### src/rtl/tff_count_ctrl_pkg.sv
// Shared types for the T flip-flop count controller: FSM states and run-mode encodings.
package tff_ctrl_pkg;

  typedef enum logic [1:0] {
    IDLE = 2'd0,
    RUN  = 2'd1,
    DONE = 2'd2
  } state_t;

  localparam logic [1:0] MODE_UP   = 2'b00;
  localparam logic [1:0] MODE_DOWN = 2'b01;
  localparam logic [1:0] MODE_GRAY = 2'b10;
  localparam logic [1:0] MODE_HOLD = 2'b11;

endpackage

### src/rtl/tff_count_ctrl_cell.sv
// Single T flip-flop cell of the counter bank; toggles on clk when t is high.
module tff_cell (
  input  logic clk,
  input  logic rst_n,
  input  logic t,
  output logic q
);

  always_ff @(posedge clk or negedge rst_n) begin
    if (!rst_n)
      q <= 1'b0;
    else if (t)
      q <= ~q;
  end

endmodule

### src/rtl/tff_count_ctrl.sv
// Sequencer driving a bank of WIDTH T flip-flops through up/down/Gray/hold runs.
// Optional macro TFF_GRAY_MODE_EN builds the Gray-code stepping; otherwise mode 10 counts up.
module tff_count_ctrl
  import tff_ctrl_pkg::*;
#(
  parameter int WIDTH = 4
) (
  input  logic             clk,
  input  logic             rst_n,
  input  logic             start,
  input  logic             stop,
  input  logic             load,
  input  logic [WIDTH-1:0] load_val,
  input  logic [1:0]       mode,
  input  logic [WIDTH-1:0] limit,
  output logic [WIDTH-1:0] q,
  output logic [WIDTH-1:0] t_vec,
  output logic             busy,
  output logic             done
);

  localparam logic [WIDTH-1:0] ONE = {{(WIDTH-1){1'b0}}, 1'b1};

  state_t           state;
  logic [1:0]       mode_l;
  logic [WIDTH-1:0] limit_l;
  logic [WIDTH-1:0] step_q;
  logic [WIDTH-1:0] next_q;
  logic             terminal;

`ifdef TFF_GRAY_MODE_EN
  function automatic logic [WIDTH-1:0] gray2bin(input logic [WIDTH-1:0] g);
    logic [WIDTH-1:0] b;
    b[WIDTH-1] = g[WIDTH-1];
    for (int i = WIDTH - 2; i >= 0; i--)
      b[i] = b[i+1] ^ g[i];
    return b;
  endfunction

  function automatic logic [WIDTH-1:0] bin2gray(input logic [WIDTH-1:0] b);
    return b ^ (b >> 1);
  endfunction
`endif

  always_comb begin
    step_q = q;
    case (mode_l)
      MODE_UP:   step_q = q + ONE;
      MODE_DOWN: step_q = q - ONE;
`ifdef TFF_GRAY_MODE_EN
      MODE_GRAY: step_q = bin2gray(gray2bin(q) + ONE);
`else
      MODE_GRAY: step_q = q + ONE;
`endif
      default:   step_q = q;
    endcase
  end

  // Hold mode never moves q, so it runs until stopped rather than ending on the limit.
  assign terminal = (state == RUN) && !stop && (mode_l != MODE_HOLD) && (step_q == limit_l);

  always_comb begin
    next_q = q;
    case (state)
      IDLE:    if (load) next_q = load_val;
      RUN:     if (!stop) next_q = step_q;
      default: next_q = q;
    endcase
  end

  assign t_vec = rst_n ? (q ^ next_q) : '0;

  for (genvar i = 0; i < WIDTH; i++) begin : g_cell
    tff_cell u_cell (
      .clk   (clk),
      .rst_n (rst_n),
      .t     (t_vec[i]),
      .q     (q[i])
    );
  end

  // Load takes priority over start in IDLE; stop takes priority over terminal in RUN.
  always_ff @(posedge clk or negedge rst_n) begin
    if (!rst_n) begin
      state   <= IDLE;
      mode_l  <= MODE_UP;
      limit_l <= '0;
      busy    <= 1'b0;
      done    <= 1'b0;
    end else begin
      done <= 1'b0;
      case (state)
        IDLE: begin
          if (!load && start) begin
            state   <= RUN;
            busy    <= 1'b1;
            mode_l  <= mode;
            limit_l <= limit;
          end
        end
        RUN: begin
          if (stop) begin
            state <= IDLE;
            busy  <= 1'b0;
          end else if (terminal) begin
            state <= DONE;
            busy  <= 1'b0;
            done  <= 1'b1;
          end
        end
        DONE: begin
          state <= IDLE;
        end
        default: begin
          state <= IDLE;
          busy  <= 1'b0;
        end
      endcase
    end
  end

endmodule

### config.mk
export PLATFORM = sky130hd
export DESIGN_NAME = tff_count_ctrl
export DESIGN_NICKNAME = d
export VERILOG_FILES = /design/src/rtl/tff_count_ctrl_pkg.sv /design/src/rtl/tff_count_ctrl_cell.sv /design/src/rtl/tff_count_ctrl.sv
export SDC_FILE = /design/constraint.sdc
export NUM_CORES = 1
export LEC_CHECK = 0
export BUFFER_PORTS_ARGS = -buffer_cell sky130_fd_sc_hd__buf_2
export CAP_MARGIN = 25
export CORE_MARGIN = 10
export CORE_UTILIZATION = 45
export CTS_CLUSTER_SIZE = 20
export DETAILED_ROUTE_END_ITERATION = 8
export GPL_ROUTABILITY_DRIVEN = 0
export HOLD_SLACK_MARGIN = 0.06
export PLACE_DENSITY = 0.72
export SLEW_MARGIN = 20
export SYNTH_ARGS = -nofsm -noshare
export SYNTH_HDL_FRONTEND = slang
export SYNTH_SLANG_ARGS = --single-unit
### constraint.sdc
create_clock -name clk -period 2.42 [get_ports clk]
set_clock_uncertainty 0.15 [all_clocks]
set_input_delay 0.605 -clock clk [delete_from_list [all_inputs] [get_ports clk]]
set_output_delay 0.605 -clock clk [all_outputs]
set_load 0.02 [all_outputs]
After elaboration in Yosys (flattened, before gate mapping)

Index checks and enable logic that the tools add are counted.

RAM bits: 0
Register bits after elaboration: 14
Input port bits: 15
Latch bits: 0
Word-level logic and storage cells: 53
Memories: 0
Bits in read-only memories: 0
Output and inout bits: 10

Reductions and logical operators: 12
Equal/unequal tests: 8
Mux-type cells: 16
Magnitude comparators: 0
Bitwise logic cells: 6
Shifts and indexed selects: 0
Divide/modulo/power cells: 0
Multipliers: 0
$add $sub $neg: 2

Operator list:

| operator                                                               | number |
|---|---|
| 4-bit case mux with 2 select lines                                     | 2 |
| 4-bit 2-to-1 mux                                                       | 3 |
| 1-bit 2-to-1 mux                                                       | 6 |
| 2-bit 2-to-1 mux                                                       | 3 |
| 1-bit inverter                                                         | 5 |
| 4-bit by 1-bit adder with 4-bit output (second input constant)         | 1 |
| 2-bit by 1-bit equality test with 1-bit output (second input constant) | 2 |
| 2-bit equality test (second input constant)                            | 2 |
| 4-bit equality test                                                    | 1 |
| 1-bit logical AND                                                      | 4 |
| 2-bit zero test                                                        | 2 |
| 2-bit inequality test (second input constant)                          | 2 |
| 2-bit case mux with 2 select lines                                     | 1 |
| 2-bit AND reduction                                                    | 2 |
| 4-bit by 1-bit subtractor with 4-bit output (second input constant)    | 1 |
| 4-bit XOR                                                              | 1 |
| 3-bit inequality test (second input constant)                          | 1 |
| 1-bit case mux with 3 select lines                                     | 1 |
| 3-bit AND reduction                                                    | 1 |
| 1-bit zero test                                                        | 2 |
| 2-bit OR reduction                                                     | 1 |

Longest topological paths before layout

Gate-level depths: netlist of the first run.

Word-level depth: 8
Mapped depth: 9
Mapped depth without buffers: 7

Cells and area by module

Synthesis of the first run repeated with hierarchy kept, for this count alone.

Cell total of the unflattened synthesis: 88
Area total of the unflattened synthesis: 930.9 um2

Modules (own cells, without submodules):

| module         | cells an instance | instances | seq. area each (um2) | area each (um2) |
|---|---|---|---|---|
| tff_count_ctrl | 80                | 1         | 250.2                | 795.8 |
| tff_cell       | 2                 | 4         | 25.0                 | 33.8 |

Least setup slack after synthesis of the first run

Ideal clock, no wire load.

Path kind: reg2out
From: register g_cell[1].u_cell.q
To: output port t_vec[2]
Setup slack: -210 ps
Arrival time: 1875 ps
Required time: 1665 ps
Cell stages (with the launch flop): 10
Path buffers: 2
Cells stage by stage: dfrtp_1 > buf_4 > xor2_1 > ha_1 > or4b_1 > o21ai_0 > and2b_1 > a22oi_1 > nor2_1 > buf_4

Word-level cells in the longest chain between the ends: 6
Elaborated cells between the ends (all ways): 7
Those cells by class: add/sub: 2; mux: 4; bitwise: 1

Ends and longest elaborated chain:

| element                                                                                               | line                                                             | text |
|---|---|---|
| start: declaration                                                                                    | tff_count_ctrl_cell.sv:6                                         | `output logic q` |
| start signal: assignment                                                                              | tff_count_ctrl_cell.sv:13                                        | `q <= ~q;` |
| 4-bit by 1-bit adder with 4-bit output or 4-bit by 1-bit subtractor with 4-bit output (tied branches) | tff_count_ctrl.sv:48, tff_count_ctrl.sv:53, tff_count_ctrl.sv:49 |  |
| 4-bit case mux with 2 select lines (*)                                                                | tff_count_ctrl.sv:47                                             | `case (mode_l)` |
| 4-bit 2-to-1 mux (*)                                                                                  | tff_count_ctrl.sv:66                                             | `RUN: if (!stop) next_q = step_q;` |
| 4-bit case mux with 2 select lines (*)                                                                | tff_count_ctrl.sv:64                                             | `case (state)` |
| 4-bit XOR (*)                                                                                         | tff_count_ctrl.sv:71                                             | `assign t_vec = rst_n ? (q ^ next_q) : '0;` |
| 4-bit 2-to-1 mux (*)                                                                                  | tff_count_ctrl.sv:71                                             |  |
| end: declaration                                                                                      | tff_count_ctrl.sv:17                                             | `output logic [WIDTH-1:0] t_vec,` |

Mark *: on every way between the ends. The rest lies on a longest branch, timed or not.

Final worst setup path of the first run

From: register mode_l[0]
To: output port t_vec[2]

Word-level cells in the longest chain between the ends: 7
Elaborated cells between the ends (all ways): 9
Those cells by class: eq/ne: 2; mux: 4; bitwise: 1; reduce/logical: 2

Ends and longest elaborated chain:

| element                                                | line                 | text |
|---|---|---|
| start: declaration                                     | tff_count_ctrl.sv:25 | `logic [1:0] mode_l;` |
| start signal: assignment                               | tff_count_ctrl.sv:97 | `mode_l <= mode;` |
| 2-bit equality test or 2-bit zero test (tied branches) | tff_count_ctrl.sv:47 |  |
| 2-bit OR reduction (no line)                           | -                    |  |
| 4-bit case mux with 2 select lines (*)                 | tff_count_ctrl.sv:47 |  |
| 4-bit 2-to-1 mux (*)                                   | tff_count_ctrl.sv:66 |  |
| 4-bit case mux with 2 select lines (*)                 | tff_count_ctrl.sv:64 |  |
| 4-bit XOR (*)                                          | tff_count_ctrl.sv:71 |  |
| 4-bit 2-to-1 mux (*)                                   | tff_count_ctrl.sv:71 |  |

Marks and branches as above.

==> flow_summary.toml, run 1 <==
[global_routing]
antenna_found_initial = 0
grt_max_degree = 16
grt.overflow.total = 0
grt_pass1_wl_um = 3670
grt_pass1_vias = 826
track_usage = 0.104

[hold_path]
hold_class = "input port to async pin"

[placed_design]
port_buffers = 24
dpl.hpwl_um = 1800
dp.cells = 154
dpl_cell_area_sq_um = 1140

[cts]
clock_latency_ns = 0.28
cts_made_buffers = 3
clk_pin_slew_ns = 0.08
htreeDepth = 1
tritoncts = "done"
cts_sinks = 14
ctsRootBufferMaster = "clkbuf_4"
clk_path_buf_depth = 2

[yosys]
ys_types = 31
avgSynthCellArea_sq_um = 9.32
synth_flop_cell = "dfrtp_1"
yosysTopAreaCellShare = 0.351
synth_commonest_cells = "dfrtp_1, nor2_1, a21oi_1, buf_4"
synth_sequential_area_ratio = 0.351
netlist_area_sq_um = 997
async_flop_share = 1.00
synth_area_leader_cell = "dfrtp_1"
synth.yosys.warnings = 0
synthTopCellsByArea = "dfrtp_1, buf_4, mux2_2"
synth_seq_cells = 14
synth_cells = 107
postSynthNetCount = 123
yosysMostFrequentCell = "dfrtp_1"
synth_edf_count = 0

[detailed_routing]
dr_total_vias = 856
post_drt_wl_per_cell_um = 14.5
drtPass1Iterations = 4
viasPerCell = 5.19
drt_iter0_markers = 62
drc = 0
ant_nets = 0
routed_wl_um = 2390

[die]
die-area_sq_um = 4500
num_io_pins = 25
fp.dieW_um = 67.1
fp.coreArea_sq_um = 2040
rows = 16
fp.dieH_um = 67.1
start_util = 0.488

[worst_setup_path]
slowest_stage = "or4b_4"
end_kind = "primary output"
crit_buf_inv = 1
required_ns = 1.66
critPathTopFamily = "simple AND/OR/NAND/NOR gates"
worstSetupPathType = "flip-flop to primary output"
arrival_ns = 2.12
crit_fanout = 2
crit_chain = "xor2_1 -> ha_2 -> or4b_4 -> o21ai_2 -> and2b_1 -> a22oi_2 -> nor2_1 -> buf_4"
start_kind = "flip-flop"
max_stage_delay_ns = 0.48

[cells_and_area]
antennaDiodeCount = 0
drive_gt1_frac = 0.471
fin_util = 0.623
final_cell_area_sq_um = 1270
fillCellCount = 173
layout.cells.non_filler = 165
nets = 155
syn_to_final_growth_pct = 27.6

[sta]
worst_pin_slew_ns = 0.534
hold_slack_ns = 0.107
fin_crit_sh = 1.19
max_freq_mhz = 348
setup_viol = 3
max_slew_margin = 0.642
rsz0062_at_grt = "yes"
period_needed_ns = 2.87
setup_slack_ns = -0.450
maxSlewViolCount = 0
hold_violations = 0

[outcome]
violations = "setup timing"
run_status = "complete, but fails checks"

[power]
p_leak_nw = 0.598
p_total_mw = 1.40
vdd.ir_drop.worst_v = 0.000653
cellPowerDensity_nw_per_um2 = 1100

[flow_run]
drv_cap = 0
-- logic make-up (layout without fill, tap and decap cells) --
| group | Yosys count | count (layout) | synth area share |
|---|---|---|---|
| and+or+nand+nor | 30 | 30 | 0.191 |
| AOI/OAI and AO/OA | 23 | 23 | 0.133 |
| buffers and inverters | 19 | 50 | 0.118 |
| DFF | 14 | 14 | 0.351 |
| xor gates and xnor gates | 11 | 11 | 0.0966 |
| muxes | 9 | 9 | 0.0979 |
| adders and majority gates | 1 | 1 | 0.0125 |
-- per-layer routing --
metal	share of wire	track usage	wire length, um	vias to the layer above
li1	-	-	-	420
met1	0.43	0.121	1040	402
met2	0.48	0.168	1140	30
met3	0.070	0.0301	167	4
met4	0.016	0.0513	38	0
met5	0	0	0	-
-- final timing paths --
check | startpoint | to | depth (start not counted) | slack, ns
worst min-delay path | rst_n | g_cell[3].u_cell.q$_DFFE_PN0P_ | 2 | 0.11
worst max-delay path | mode_l[0]$_DFFE_PN0P_ | t_vec[2] | 8 | -0.45
worst max register to register | mode_l[0]$_DFFE_PN0P_ | g_cell[2].u_cell.q$_DFFE_PN0P_ | 9 | 0.17
max in group asynchronous | rst_n | g_cell[0].u_cell.q$_DFFE_PN0P_ | 2 | 1.84
worst min register to register | limit_l[2]$_DFFE_PN0P_ | limit_l[2]$_DFFE_PN0P_ | 1 | 0.38
min in group clk | limit_l[2]$_DFFE_PN0P_ | limit_l[2]$_DFFE_PN0P_ | 1 | 0.38
-- flip-flops by register name, indices dropped and copies added (netlist names) --
signal	flops
done	1
mode_l	2
busy	1
limit_l	4
g_cell.u_cell.q	4
state	2
-- where the power goes --
| group | switching, mW | internal, mW |
|---|---|---|
| clock network | 0.0755 | 0.0916 |
| logic | 0.441 | 0.415 |
| registers | 0.0727 | 0.309 |
-- area by class of cell --
| type | instances | area [sq um] | area share |
|---|---|---|---|
| multi-input combinational | 74 | 567 | 0.445 |
| inverter | 2 | 7.51 | 0.00590 |
| tap | 27 | 33.8 | 0.0265 |
| clock buffer | 4 | 36.3 | 0.0285 |
| timing repair buffer | 44 | 278 | 0.218 |
| sequential | 14 | 350 | 0.275 |
-- stage by stage --
step	TNS [ns]	worst slack (ns)
after CTS	-0.968	-0.424
after global placement	-0.113	-0.113
after global routing	-1.30	-0.562
after floorplan	-0.185	-0.185
final	-0.941	-0.450
after detailed placement	-0.165	-0.147
-- placed cells by master (no fill, tap or decap), types with 2 or more instances in the layout --
cell      count
buf_4        23
buf_2        21
dfrtp_1      14
nor2_1       11
a21oi_1       7
xor2_1        6
mux2_2        6
xnor2_1       5
o21ai_0       5
nand2_1       5
nor2b_1       3
mux2i_1       3
o22ai_1       3
clkbuf_4      3
inv_1         2
or4b_4        2
a22oi_1       2
-- timing repair --
action                                  4_1_cts  5_1_grt
hold endpoints to repair                      0        0
hold buffers                                  0        0
setup buffers                                 3        6
resized for setup                             4        6
endpoints found under the setup margin        3        4
pin swaps                                     2        4
Note: power is estimated with default switching activity, not from simulation.
==> inputs of run 2 (changes only) <==
--- a/config.mk
+++ b/config.mk
@@ -11,2 +11,3 @@
 export CORE_UTILIZATION = 45
+export CTS_CLUSTER_DIAMETER = 40
 export CTS_CLUSTER_SIZE = 20
==> constraint.sdc (replaced) <==
create_clock -name clk -period 2.42 [get_ports clk]
set_clock_uncertainty 0.15 [all_clocks]
set_input_delay 0.363 -clock clk [delete_from_list [all_inputs] [get_ports clk]]
set_output_delay 0.363 -clock clk [all_outputs]
set_load 0.02 [all_outputs]
==> run 2 against run 1 <==
The run still ends with setup timing left. Clock power shrank 29%. Final cell count shrank 6.1%. Non-clock buffer count is 9 lower. Via count decreased by 7.8%. Final area is 8.0% lower. Die area stayed put. Flip-flop and latch count unchanged. Worst hold slack improved by 0.073 ns. Power is 11% lower.
==> flow_summary.toml, run 2 (synthesized netlist as in run 1, its figures left out) <==
[die]
fp.dieW_um = 67.1
num_io_pins = 25
fp.dieH_um = 67.1
fp.coreArea_sq_um = 2040
die-area_sq_um = 4500
rows = 16
start_util = 0.488

[worst_setup_path]
end_kind = "primary output"
arrival_ns = 2.09
crit_fanout = 2
slowest_stage = "or4b_1"
start_kind = "flip-flop"
critPathTopFamily = "simple AND/OR/NAND/NOR gates"
max_stage_delay_ns = 0.46
crit_buf_inv = 1
required_ns = 1.91
reg2reg_slack_ns = 0.27
crit_chain = "xor2_1 -> ha_2 -> or4b_1 -> o21ai_1 -> and2b_1 -> a22oi_2 -> nor2_1 -> buf_4"
worstSetupPathType = "flip-flop to primary output"

[cts]
tritoncts = "done"
cts_made_buffers = 3
clk_path_buf_depth = 2
clk_pin_slew_ns = 0.07
clock_latency_ns = 0.26
cts_sinks = 14
ctsRootBufferMaster = "clkbuf_4"
htreeDepth = 1

[cells_and_area]
drive_gt1_frac = 0.391
nets = 146
reg_top3 = "g_cell.u_cell.q x4, limit_l x4"
final_cell_area_sq_um = 1170
fin_util = 0.574
antennaDiodeCount = 0
syn_to_final_growth_pct = 17.4
layout_commonest_cell = "buf_2"
fillCellCount = 205
most-common-layout-cells = "buf_2, dfrtp_1, buf_4"

[outcome]
run_status = "complete, but fails checks"
violations = "setup timing"

[detailed_routing]
viasPerCell = 5.09
drc = 0
dr_total_vias = 789
routed_wl_um = 2130
ant_nets = 0
drt_iter0_markers = 55
post_drt_wl_per_cell_um = 13.8
drtPass1Iterations = 4

[placed_design]
post-place-ws_ns = 0.0478
dpl.hpwl_um = 1710
dpl_cell_area_sq_um = 1090
port_buffers = 24

[power]
cellPowerDensity_nw_per_um2 = 1060
p_leak_nw = 0.539
vdd.ir_drop.worst_v = 0.000626
p_total_mw = 1.24

[sta]
setup_tns_ns = -0.292
max_freq_mhz = 384
worst_pin_slew_ns = 0.561
setup_viol = 2
period_needed_ns = 2.60
fin_crit_sh = 1.08
max_slew_margin = 0.624
maxSlewViolCount = 0
setup_slack_ns = -0.185
hold_violations = 0
rsz0062_at_grt = "yes"

[hold_path]
hold_class = "input port to flip-flop"

[global_routing]
track_usage = 0.101
grt_pass1_vias = 802
grt_max_degree = 17
antenna_found_initial = 0
grt.overflow.total = 0
grt_pass1_wl_um = 3600

[flow_run]
drv_cap = 0
[run 2: layer usage]
| metal | share of wire | up-vias | GRT usage |
|---|---|---|---|
| met4 | 0.012 | 0 | 0.0462 |
| met1 | 0.44 | 363 | 0.117 |
| met3 | 0.090 | 2 | 0.0334 |
| met5 | 0 | - | 0 |
| met2 | 0.46 | 19 | 0.162 |
| li1 | - | 405 | - |
[run 2: path summary, 6_finish.rpt]
check | from | to | cells after the start
max | g_cell[1].u_cell.q$_DFFE_PN0P_ | t_vec[2] | 8
min | limit[1] | limit_l[1]$_DFFE_PN0P_ | 2
max reg2reg | g_cell[1].u_cell.q$_DFFE_PN0P_ | g_cell[2].u_cell.q$_DFFE_PN0P_ | 8
min reg2reg | limit_l[1]$_DFFE_PN0P_ | limit_l[1]$_DFFE_PN0P_ | 1
max in group asynchronous | rst_n | g_cell[2].u_cell.q$_DFFE_PN0P_ | 3
min in group asynchronous | rst_n | limit_l[3]$_DFFE_PN0P_ | 3
[run 2: where the power goes]
group          switching [mW]  internal, mW
logic                   0.394         0.345
clock network          0.0606        0.0574
registers              0.0782         0.309
[run 2: area by class of cell]
cell class                      instances  area, sq um  area share
Multi-Input combinational cell         74          544       0.465
Sequential cell                        14          350       0.299
Tap cell                               27         33.8      0.0288
Inverter                                2         7.51     0.00641
Timing Repair Buffer                   35          213       0.182
Clock buffer                            3         22.5      0.0192
[run 2: worst register-to-register path: stages (launching register included)]
cell and delay [ns]:
dfrtp_1 0.39, xor2_1 0.17, ha_2 0.19, or4b_1 0.46, o21ai_1 0.10, and2b_1 0.17
buf_4 0.12, mux2i_1 0.16, a21oi_1 0.09
[run 2: repair_timing]
| item | CTS | global route |
|---|---|---|
| hold buffers | 1 | 0 |
| buffers inserted | 3 | 0 |
| hold endpoints to repair | 14 | 0 |
| setup endpoints to repair | 2 | 3 |
| pin swaps | 3 | 4 |
| gates resized for setup | 5 | 2 |
[run 2: per-stage QoR]
stage	hold slack [ns]	cells
2_1_floorplan	-0.0826	107
3_3_place_gp	0.191	148
3_5_place_dp	0.195	148
4_1_cts	0.173	155
5_1_grt	0.185	155
6_report	0.180	155
